### src/rtl/mem_bus_stage_pkg.sv
// Shared widths, opcodes and types for the MEM stage bus interface.
// The constants mirror the pipeline-wide defines so this slice stands alone.
package mem_bus_stage_pkg;

  localparam int unsigned INST_ADDR_W = 32;
  localparam int unsigned REG_ADDR_W  = 5;
  localparam int unsigned REG_W       = 32;
  localparam int unsigned ALUOP_W     = 8;
  localparam int unsigned SEL_W       = 4;

  localparam logic [REG_ADDR_W-1:0] NOP_REG_ADDR = 5'b00000;

  localparam logic [ALUOP_W-1:0] EXE_LB_OP  = 8'b1110_0000;
  localparam logic [ALUOP_W-1:0] EXE_LBU_OP = 8'b1110_0100;
  localparam logic [ALUOP_W-1:0] EXE_LH_OP  = 8'b1110_0001;
  localparam logic [ALUOP_W-1:0] EXE_LHU_OP = 8'b1110_0101;
  localparam logic [ALUOP_W-1:0] EXE_LW_OP  = 8'b1110_0011;
  localparam logic [ALUOP_W-1:0] EXE_SB_OP  = 8'b1110_1000;
  localparam logic [ALUOP_W-1:0] EXE_SH_OP  = 8'b1110_1001;
  localparam logic [ALUOP_W-1:0] EXE_SW_OP  = 8'b1110_1011;

  typedef enum logic [1:0] {
    ST_IDLE = 2'd0,
    ST_WAIT = 2'd1,
    ST_DONE = 2'd2,
    ST_ERR  = 2'd3
  } state_e;

  typedef enum logic [1:0] {
    SZ_NONE = 2'd0,
    SZ_BYTE = 2'd1,
    SZ_HALF = 2'd2,
    SZ_WORD = 2'd3
  } acc_size_e;

  // Registered data-bus request payload
  typedef struct packed {
    logic               we;
    logic [SEL_W-1:0]   sel;
    logic [REG_W-1:0]   addr;
    logic [REG_W-1:0]   data;
  } mem_req_t;

  function automatic acc_size_e op_size(input logic [ALUOP_W-1:0] aluop);
    acc_size_e sz;
    case (aluop)
      EXE_LB_OP, EXE_LBU_OP, EXE_SB_OP: sz = SZ_BYTE;
      EXE_LH_OP, EXE_LHU_OP, EXE_SH_OP: sz = SZ_HALF;
      EXE_LW_OP, EXE_SW_OP:             sz = SZ_WORD;
      default:                          sz = SZ_NONE;
    endcase
    return sz;
  endfunction

  function automatic logic op_is_store(input logic [ALUOP_W-1:0] aluop);
    return (aluop == EXE_SB_OP) || (aluop == EXE_SH_OP) || (aluop == EXE_SW_OP);
  endfunction

  function automatic logic op_is_signed(input logic [ALUOP_W-1:0] aluop);
    return (aluop == EXE_LB_OP) || (aluop == EXE_LH_OP);
  endfunction

endpackage

### src/rtl/mem_lane_align.sv
// Big-endian byte-lane steering for the MEM stage: byte enables, store
// replication, load extraction/extension and alignment check.
module mem_lane_align
  import mem_bus_stage_pkg::*;
(
  input  logic [ALUOP_W-1:0] i_aluop,
  input  logic [1:0]         i_addr_lo,
  input  logic [REG_W-1:0]   i_reg2,
  input  logic [REG_W-1:0]   i_rdata,
  output logic [SEL_W-1:0]   o_sel,
  output logic [REG_W-1:0]   o_wdata_bus,
  output logic [REG_W-1:0]   o_load_ext,
  output logic               o_misaligned
);

  acc_size_e   w_size;
  logic        w_signed;
  logic [7:0]  w_byte;
  logic [15:0] w_half;

  assign w_size   = op_size(i_aluop);
  assign w_signed = op_is_signed(i_aluop);

  // Lane 0 is the most significant byte of the bus word
  always_comb begin : lane_pick
    w_byte = i_rdata[31:24];
    w_half = i_rdata[31:16];
    case (i_addr_lo)
      2'b01:   w_byte = i_rdata[23:16];
      2'b10:   w_byte = i_rdata[15:8];
      2'b11:   w_byte = i_rdata[7:0];
      default: w_byte = i_rdata[31:24];
    endcase
    if (i_addr_lo[1]) begin
      w_half = i_rdata[15:0];
    end
  end

  always_comb begin : lane_map
    o_sel        = '0;
    o_wdata_bus  = i_reg2;
    o_load_ext   = i_rdata;
    o_misaligned = 1'b0;
    case (w_size)
      SZ_BYTE: begin
        o_sel       = SEL_W'(4'b1000 >> i_addr_lo);
        o_wdata_bus = {4{i_reg2[7:0]}};
        o_load_ext  = w_signed ? {{24{w_byte[7]}}, w_byte} : {24'd0, w_byte};
      end
      SZ_HALF: begin
        o_sel        = i_addr_lo[1] ? 4'b0011 : 4'b1100;
        o_wdata_bus  = {2{i_reg2[15:0]}};
        o_load_ext   = w_signed ? {{16{w_half[15]}}, w_half} : {16'd0, w_half};
        o_misaligned = i_addr_lo[0];
      end
      SZ_WORD: begin
        o_sel        = 4'b1111;
        o_misaligned = (i_addr_lo != 2'b00);
      end
      default: begin
        o_sel = '0;
      end
    endcase
  end

endmodule

### src/rtl/mem_bus_stage.sv
// MEM stage of the 5-stage MIPS pipeline: pass-through for ALU ops, a
// registered req/ack data-bus transaction with timeout for loads and stores.
module mem_bus_stage
  import mem_bus_stage_pkg::*;
#(
  parameter int unsigned ACK_TIMEOUT = 255
)
(
  input  logic                   clk,
  input  logic                   rst,
  input  logic [INST_ADDR_W-1:0] pc_i,
  input  logic [REG_ADDR_W-1:0]  rw_i,
  input  logic                   wreg_i,
  input  logic [REG_W-1:0]       wdata_i,
  input  logic [ALUOP_W-1:0]     aluop_i,
  input  logic [REG_W-1:0]       mem_addr_i,
  input  logic [REG_W-1:0]       reg2_i,
  output logic [INST_ADDR_W-1:0] pc_o,
  output logic [REG_ADDR_W-1:0]  rw_o,
  output logic                   wreg_o,
  output logic [REG_W-1:0]       wdata_o,
  output logic                   stallreq_o,
  output logic                   misalign_o,
  output logic                   bus_err_o,
  output logic                   mem_ce_o,
  output logic                   mem_we_o,
  output logic [REG_W-1:0]       mem_addr_o,
  output logic [SEL_W-1:0]       mem_sel_o,
  output logic [REG_W-1:0]       mem_data_o,
  input  logic [REG_W-1:0]       mem_data_i,
  input  logic                   mem_ack_i
);

  localparam int unsigned       CNT_W    = $clog2(ACK_TIMEOUT);
  localparam logic [CNT_W-1:0]  CNT_LAST = CNT_W'(ACK_TIMEOUT - 1);

  state_e             r_state;
  state_e             w_state_nxt;
  logic [CNT_W-1:0]   r_cnt;
  logic               r_mem_ce;
  mem_req_t           r_req;
  logic [REG_W-1:0]   r_load_data;
  logic               r_is_store;

  logic               w_is_mem;
  logic               w_is_store;
  logic               w_launch;
  logic               w_capture;
  logic               w_abort;
  logic [SEL_W-1:0]   w_sel;
  logic [REG_W-1:0]   w_wdata_bus;
  logic [REG_W-1:0]   w_load_ext;
  logic               w_misaligned;

  assign w_is_mem   = (op_size(aluop_i) != SZ_NONE);
  assign w_is_store = op_is_store(aluop_i);

  mem_lane_align u_lane (
    .i_aluop      (aluop_i),
    .i_addr_lo    (mem_addr_i[1:0]),
    .i_reg2       (reg2_i),
    .i_rdata      (mem_data_i),
    .o_sel        (w_sel),
    .o_wdata_bus  (w_wdata_bus),
    .o_load_ext   (w_load_ext),
    .o_misaligned (w_misaligned)
  );

  always_ff @(posedge clk) begin : state_reg
    if (rst) begin
      r_state <= ST_IDLE;
    end else begin
      r_state <= w_state_nxt;
    end
  end

  // Next state and the combinational pipeline outputs
  always_comb begin : fsm_comb
    w_state_nxt = r_state;
    w_launch    = 1'b0;
    w_capture   = 1'b0;
    w_abort     = 1'b0;
    pc_o        = pc_i;
    rw_o        = rw_i;
    wreg_o      = wreg_i;
    wdata_o     = wdata_i;
    stallreq_o  = 1'b0;
    misalign_o  = 1'b0;
    bus_err_o   = 1'b0;

    case (r_state)
      ST_IDLE: begin
        if (w_is_mem) begin
          wreg_o = 1'b0;
          if (w_misaligned) begin
            misalign_o = 1'b1;
          end else begin
            stallreq_o  = 1'b1;
            w_launch    = 1'b1;
            w_state_nxt = ST_WAIT;
          end
        end
      end
      ST_WAIT: begin
        stallreq_o = 1'b1;
        wreg_o     = 1'b0;
        // An ack arriving on the last allowed cycle still completes the access
        if (mem_ack_i) begin
          w_capture   = 1'b1;
          w_state_nxt = ST_DONE;
        end else if (r_cnt == CNT_LAST) begin
          w_abort     = 1'b1;
          w_state_nxt = ST_ERR;
        end
      end
      ST_DONE: begin
        w_state_nxt = ST_IDLE;
        if (r_is_store) begin
          wreg_o = 1'b0;
        end else begin
          wdata_o = r_load_data;
        end
      end
      ST_ERR: begin
        w_state_nxt = ST_IDLE;
        wreg_o      = 1'b0;
        bus_err_o   = 1'b1;
      end
      default: begin
        w_state_nxt = ST_IDLE;
      end
    endcase

    if (rst) begin
      w_launch   = 1'b0;
      w_capture  = 1'b0;
      w_abort    = 1'b0;
      pc_o       = '0;
      rw_o       = NOP_REG_ADDR;
      wreg_o     = 1'b0;
      wdata_o    = '0;
      stallreq_o = 1'b0;
      misalign_o = 1'b0;
      bus_err_o  = 1'b0;
    end
  end

  // Bus request registers, wait counter and captured load data
  always_ff @(posedge clk) begin : bus_regs
    if (rst) begin
      r_mem_ce    <= 1'b0;
      r_req       <= '0;
      r_cnt       <= '0;
      r_load_data <= '0;
      r_is_store  <= 1'b0;
    end else begin
      if (w_launch) begin
        r_mem_ce   <= 1'b1;
        r_req.we   <= w_is_store;
        r_req.sel  <= w_sel;
        r_req.addr <= {mem_addr_i[REG_W-1:2], 2'b00};
        r_req.data <= w_wdata_bus;
        r_cnt      <= '0;
        r_is_store <= w_is_store;
      end else if (r_state == ST_WAIT) begin
        r_cnt <= r_cnt + CNT_W'(1);
      end
      if (w_capture) begin
        r_mem_ce    <= 1'b0;
        r_req.we    <= 1'b0;
        r_req.sel   <= '0;
        r_load_data <= w_load_ext;
      end
      if (w_abort) begin
        r_mem_ce  <= 1'b0;
        r_req.we  <= 1'b0;
        r_req.sel <= '0;
      end
    end
  end

  assign mem_ce_o   = r_mem_ce;
  assign mem_we_o   = r_req.we;
  assign mem_sel_o  = r_req.sel;
  assign mem_addr_o = r_req.addr;
  assign mem_data_o = r_req.data;

endmodule
### config.mk
export PLATFORM = sky130hd
export DESIGN_NAME = mem_bus_stage
export DESIGN_NICKNAME = d
export VERILOG_FILES = /design/src/rtl/mem_bus_stage_pkg.sv /design/src/rtl/mem_lane_align.sv /design/src/rtl/mem_bus_stage.sv
export SDC_FILE = /design/constraint.sdc
export NUM_CORES = 1
export LEC_CHECK = 0
export BUFFER_PORTS_ARGS = -buffer_cell sky130_fd_sc_hd__buf_4
export CAP_MARGIN = 25
export CORE_AREA = 3 3 123 125
export CTS_CLUSTER_DIAMETER = 150
export CTS_CLUSTER_SIZE = 24
export DETAILED_ROUTE_END_ITERATION = 7
export DIE_AREA = 0 0 126 128
export PLACE_DENSITY = 0.73
export SLEW_MARGIN = 20
export SYNTH_ARGS = -nofsm -noshare
export SYNTH_HDL_FRONTEND = slang
export SYNTH_HIERARCHICAL = 1
export SYNTH_SLANG_ARGS = --single-unit
### constraint.sdc
create_clock -name clk -period 8.1 [get_ports clk]
set_input_delay 1.62 -clock clk [delete_from_list [all_inputs] [get_ports clk]]
set_output_delay 1.62 -clock clk [all_outputs]
set_load 0.01 [all_outputs]
==> impl_metrics.prom <==
# TYPE chip_impl_metric gauge
chip_impl_metric{name="powerDensity",unit="mW/mm^2"} 146
chip_impl_metric{name="grt_antenna_before_repair",unit=""} 0
chip_impl_metric{name="final.setup_skew",unit="ns"} 0.00546
chip_impl_metric{name="antenna_cells_inserted",unit=""} 0
chip_impl_metric{name="initial_core_utilization",unit="%"} 41.3
chip_impl_metric{name="tritoncts.num_buffers",unit=""} 9
chip_impl_metric{name="n_fill_cell",unit=""} 1289
chip_impl_metric{name="total_power_of_the_final_layout",unit="W"} 0.00122
chip_impl_metric{name="clockBufferDepth",unit=""} 2
chip_impl_info{name="synthFlopType",value="sky130_fd_sc_hd__dfxtp_1"} 1
chip_impl_metric{name="holdBufCountCts",unit=""} 0
chip_impl_metric{name="core",unit="mm^2"} 0.0140
chip_impl_metric{name="max_slew.worst_pin.slew",unit="ns"} 0.852
chip_impl_metric{name="design.portCount",unit=""} 320
chip_impl_metric{name="period_needed",unit="ns"} 5.48
chip_impl_metric{name="dr.pass1.iters",unit=""} 5
chip_impl_metric{name="chipHeight",unit="um"} 128
chip_impl_metric{name="maximum_number_of_pins_on_one_net_before_global_route_repair",unit=""} 81
chip_impl_metric{name="detailroute.via_count",unit=""} 6079
chip_impl_info{name="cts_tree",value="built"} 1
chip_impl_metric{name="place.gp.congestion",unit=""} 0.831
chip_impl_metric{name="final_hold_viol_count",unit=""} 0
chip_impl_metric{name="maxCapViolations",unit=""} 0
chip_impl_metric{name="clkLatencyLatePin",unit="ns"} 0.36
chip_impl_info{name="grt_setup_unrepaired",value="false"} 1
chip_impl_metric{name="asyncSetResetFlopFracSynth",unit="%"} 0
chip_impl_metric{name="postSynthCellCount",unit=""} 664
chip_impl_info{name="worst_hold_path_type",value="flop to flop"} 1
chip_impl_metric{name="timing.critical_path.arrival",unit="ns"} 3.86
chip_impl_info{name="class_of_the_most_critical_setup_path",value="primary input to output pin"} 1
chip_impl_metric{name="first_global_vias",unit=""} 5830
chip_impl_metric{name="total_track_usage",unit="%"} 24.3
chip_impl_info{name="most_common_library_cell_in_the_layout_ignoring_fill_and_taps",value="sky130_fd_sc_hd__buf_4"} 1
chip_impl_metric{name="worst-path-max-fanout",unit=""} 16
chip_impl_metric{name="place.port_buffers",unit=""} 317
chip_impl_metric{name="ctsResizeCount",unit=""} 0
chip_impl_metric{name="ys_seq_elements",unit=""} 111
chip_impl_metric{name="yosysUniqueCellTypes",unit=""} 47
chip_impl_metric{name="setup_tns_final",unit="ns"} 0
chip_impl_metric{name="ys.warnings.count",unit=""} 6
chip_impl_info{name="cp-start-kind",value="primary input"} 1
chip_impl_metric{name="synth_enable_flop_cells",unit=""} 0
chip_impl_metric{name="worst_slew_margin_rel",unit="%"} 43.2
chip_impl_metric{name="cts.sinks",unit=""} 111
chip_impl_metric{name="timing.final.setup_violations",unit=""} 0
chip_impl_metric{name="post_cts_buffers",unit=""} 0
chip_impl_metric{name="synth_seq_area_share",unit="%"} 38.5
chip_impl_info{name="outcome",value="complete, no violations"} 1
chip_impl_metric{name="detail_route.wl_per_cell",unit="um"} 18.4
chip_impl_metric{name="critPathRequiredTime",unit="ns"} 6.48
chip_impl_metric{name="maxClockFrequency",unit="MHz"} 182
chip_impl_metric{name="cts.clk_slew.worst_paths",unit="ns"} 0.08
chip_impl_metric{name="viasPerCell",unit=""} 5.45
chip_impl_metric{name="dpl.hpwl",unit="um"} 15500
chip_impl_metric{name="finish.net_count",unit=""} 1113
chip_impl_metric{name="horiz_die_dim",unit="um"} 126
chip_impl_metric{name="wire_length_of_the_first_global_routing_pass",unit="um"} 31400
chip_impl_metric{name="detail_route_antenna_nets",unit=""} 0
chip_impl_metric{name="final_cell_area",unit="mm^2"} 0.00834
chip_impl_info{name="critPathCaptureType",value="output pin"} 1
chip_impl_metric{name="netlist_area",unit="mm^2"} 0.00578
chip_impl_info{name="leading_cell_types_in_the_layout_fill_and_taps_excluded",value="sky130_fd_sc_hd__buf_4, sky130_fd_sc_hd__dfxtp_1, sky130_fd_sc_hd__a22o_1, sky130_fd_sc_hd__nand2_1, sky130_fd_sc_hd__a21oi_1"} 1
chip_impl_metric{name="floorplan.die_area",unit="mm^2"} 0.0161
chip_impl_metric{name="globalRouteOverflowTotal",unit=""} 0
chip_impl_metric{name="finalCritPeriodShare",unit="%"} 67.7
chip_impl_metric{name="std_cell_rows",unit=""} 43
chip_impl_metric{name="max-vdd-ir-drop",unit="V"} 0.000102
chip_impl_metric{name="areaGrowthSynthToFinish",unit="%"} 44.4
chip_impl_metric{name="drive_above_1_share",unit="%"} 37.5
chip_impl_metric{name="dr.first_iter.drc_count",unit=""} 544
chip_impl_metric{name="maxSlewViolCount",unit=""} 0
chip_impl_info{name="clockRootBuffer",value="sky130_fd_sc_hd__clkbuf_16"} 1
chip_impl_metric{name="h-tree-depth",unit=""} 3
chip_impl_metric{name="placement.cell_area",unit="mm^2"} 0.00803
chip_impl_metric{name="power_leakage",unit="nW"} 3.87
chip_impl_metric{name="routed_wirelength",unit="um"} 20600
chip_impl_metric{name="avgSynthCellArea",unit="um^2"} 8.70
chip_impl_metric{name="post-route-drc-count",unit=""} 0
path summary, 6_finish.rpt:
check	startpoint	to	slack [ns]	depth (start not counted)
setup / recovery	aluop_i[4]	stallreq_o	2.62	11
hold / removal	r_is_store	r_is_store	0.47	2
setup reg to reg	r_state[0]	mem_ce_o	6.12	5
hold reg to reg	r_is_store	r_is_store	0.47	2
power breakdown:
part | internal (W) | total [W] | switching (W)
Clock | 0.000222 | 0.000455 | 0.000233
Sequential | 0.000551 | 0.000555 | 0.00000359
Combinational | 0.000115 | 0.000211 | 0.0000953
Yosys cell counts (3+ instances only):
cell type | n | area share (%)
sky130_fd_sc_hd__dfxtp_1 | 111 | 38
sky130_fd_sc_hd__a22o_1 | 102 | 15
sky130_fd_sc_hd__nand2_1 | 89 | 5.8
sky130_fd_sc_hd__a21oi_1 | 55 | 4.8
sky130_fd_sc_hd__nor2_1 | 46 | 3.0
sky130_fd_sc_hd__nor2b_1 | 42 | 4.5
sky130_fd_sc_hd__buf_2 | 22 | 1.9
sky130_fd_sc_hd__a211oi_1 | 18 | 2.3
sky130_fd_sc_hd__a22oi_1 | 16 | 2.1
sky130_fd_sc_hd__clkbuf_1 | 15 | 0.97
sky130_fd_sc_hd__buf_4 | 13 | 1.7
sky130_fd_sc_hd__buf_6 | 13 | 2.5
sky130_fd_sc_hd__o21ai_0 | 11 | 0.95
sky130_fd_sc_hd__mux2i_1 | 10 | 1.7
sky130_fd_sc_hd__inv_1 | 8 | 0.52
sky130_fd_sc_hd__nand3_1 | 8 | 0.69
sky130_fd_sc_hd__o221ai_1 | 8 | 1.2
sky130_fd_sc_hd__o2bb2ai_1 | 8 | 1.2
sky130_fd_sc_hd__a221o_1 | 7 | 1.2
sky130_fd_sc_hd__buf_1 | 7 | 0.46
sky130_fd_sc_hd__xor2_1 | 7 | 1.1
sky130_fd_sc_hd__ha_1 | 6 | 1.3
sky130_fd_sc_hd__nor3_1 | 5 | 0.43
sky130_fd_sc_hd__nand4_1 | 4 | 0.43
sky130_fd_sc_hd__and4b_1 | 3 | 0.52
sky130_fd_sc_hd__o21ai_1 | 3 | 0.26
metal layers:
layer	vias up	track usage, %	routed length (um)
li1	2937	-	-
met1	2794	28.7	7980
met2	314	44.1	10400
met3	34	4.83	1630
met4	0	8.20	502
met5	-	0	0
per-stage QoR:
step                      worst slack, ns  cells  hold WS [ns]  utilization (%)
final                                2.62   1115         0.465             59.6
after global routing                 2.41   1115         0.490             59.6
after CTS                            2.62   1115         0.470             59.6
after detailed placement             2.64   1099         0.456             57.4
after global placement               2.67   1097         0.451             57.1
after floorplan                      3.12    665         0.434                -
registers in the layout (all words and copies together) (netlist names):
signal and flops:
mem_we_o 1, mem_data_o 32, r_state 2, mem_ce_o 1, mem_sel_o 4, mem_addr_o 30
r_load_data 32, r_is_store 1, r_cnt 8
kinds of logic (layout without fill, tap and decap cells):
kind of cell    after synthesis  in the layout  synth area share [%]
compound gates              240            240                  31.6
simple gates                209            209                  17.4
flops                       111            111                  38.5
buf+inv                      79            349                  8.15
mux                          11             11                  1.99
xor+xnor                      7              7                  1.06
fa+ha+maj                     6              6                  1.30
other cells                   1              2                0.0649
final cells by class:
class / instances / area [um^2] / share of cell area [%]
Sequential cell: 111 / 2220 / 26.6
Timing Repair Buffer: 324 / 2460 / 29.5
Clock buffer: 9 / 225 / 2.70
Tap cell: 180 / 225 / 2.70
Clock inverter: 7 / 82.6 / 0.990
Multi-Input combinational cell: 475 / 3090 / 37.1
Inverter: 9 / 33.8 / 0.405
critical path: stages:
cell                       delay (ns)
sky130_fd_sc_hd__buf_4           0.11
sky130_fd_sc_hd__and4b_1         0.32
sky130_fd_sc_hd__nand3_1         0.20
sky130_fd_sc_hd__inv_1           0.14
sky130_fd_sc_hd__ha_1            0.59
sky130_fd_sc_hd__nand2_1         0.11
sky130_fd_sc_hd__a21oi_1         0.16
sky130_fd_sc_hd__inv_1           0.09
sky130_fd_sc_hd__o211ai_2        0.19
sky130_fd_sc_hd__o22ai_1         0.14
sky130_fd_sc_hd__buf_4           0.19
No activity file was read; power rests on OpenSTA's default activity.
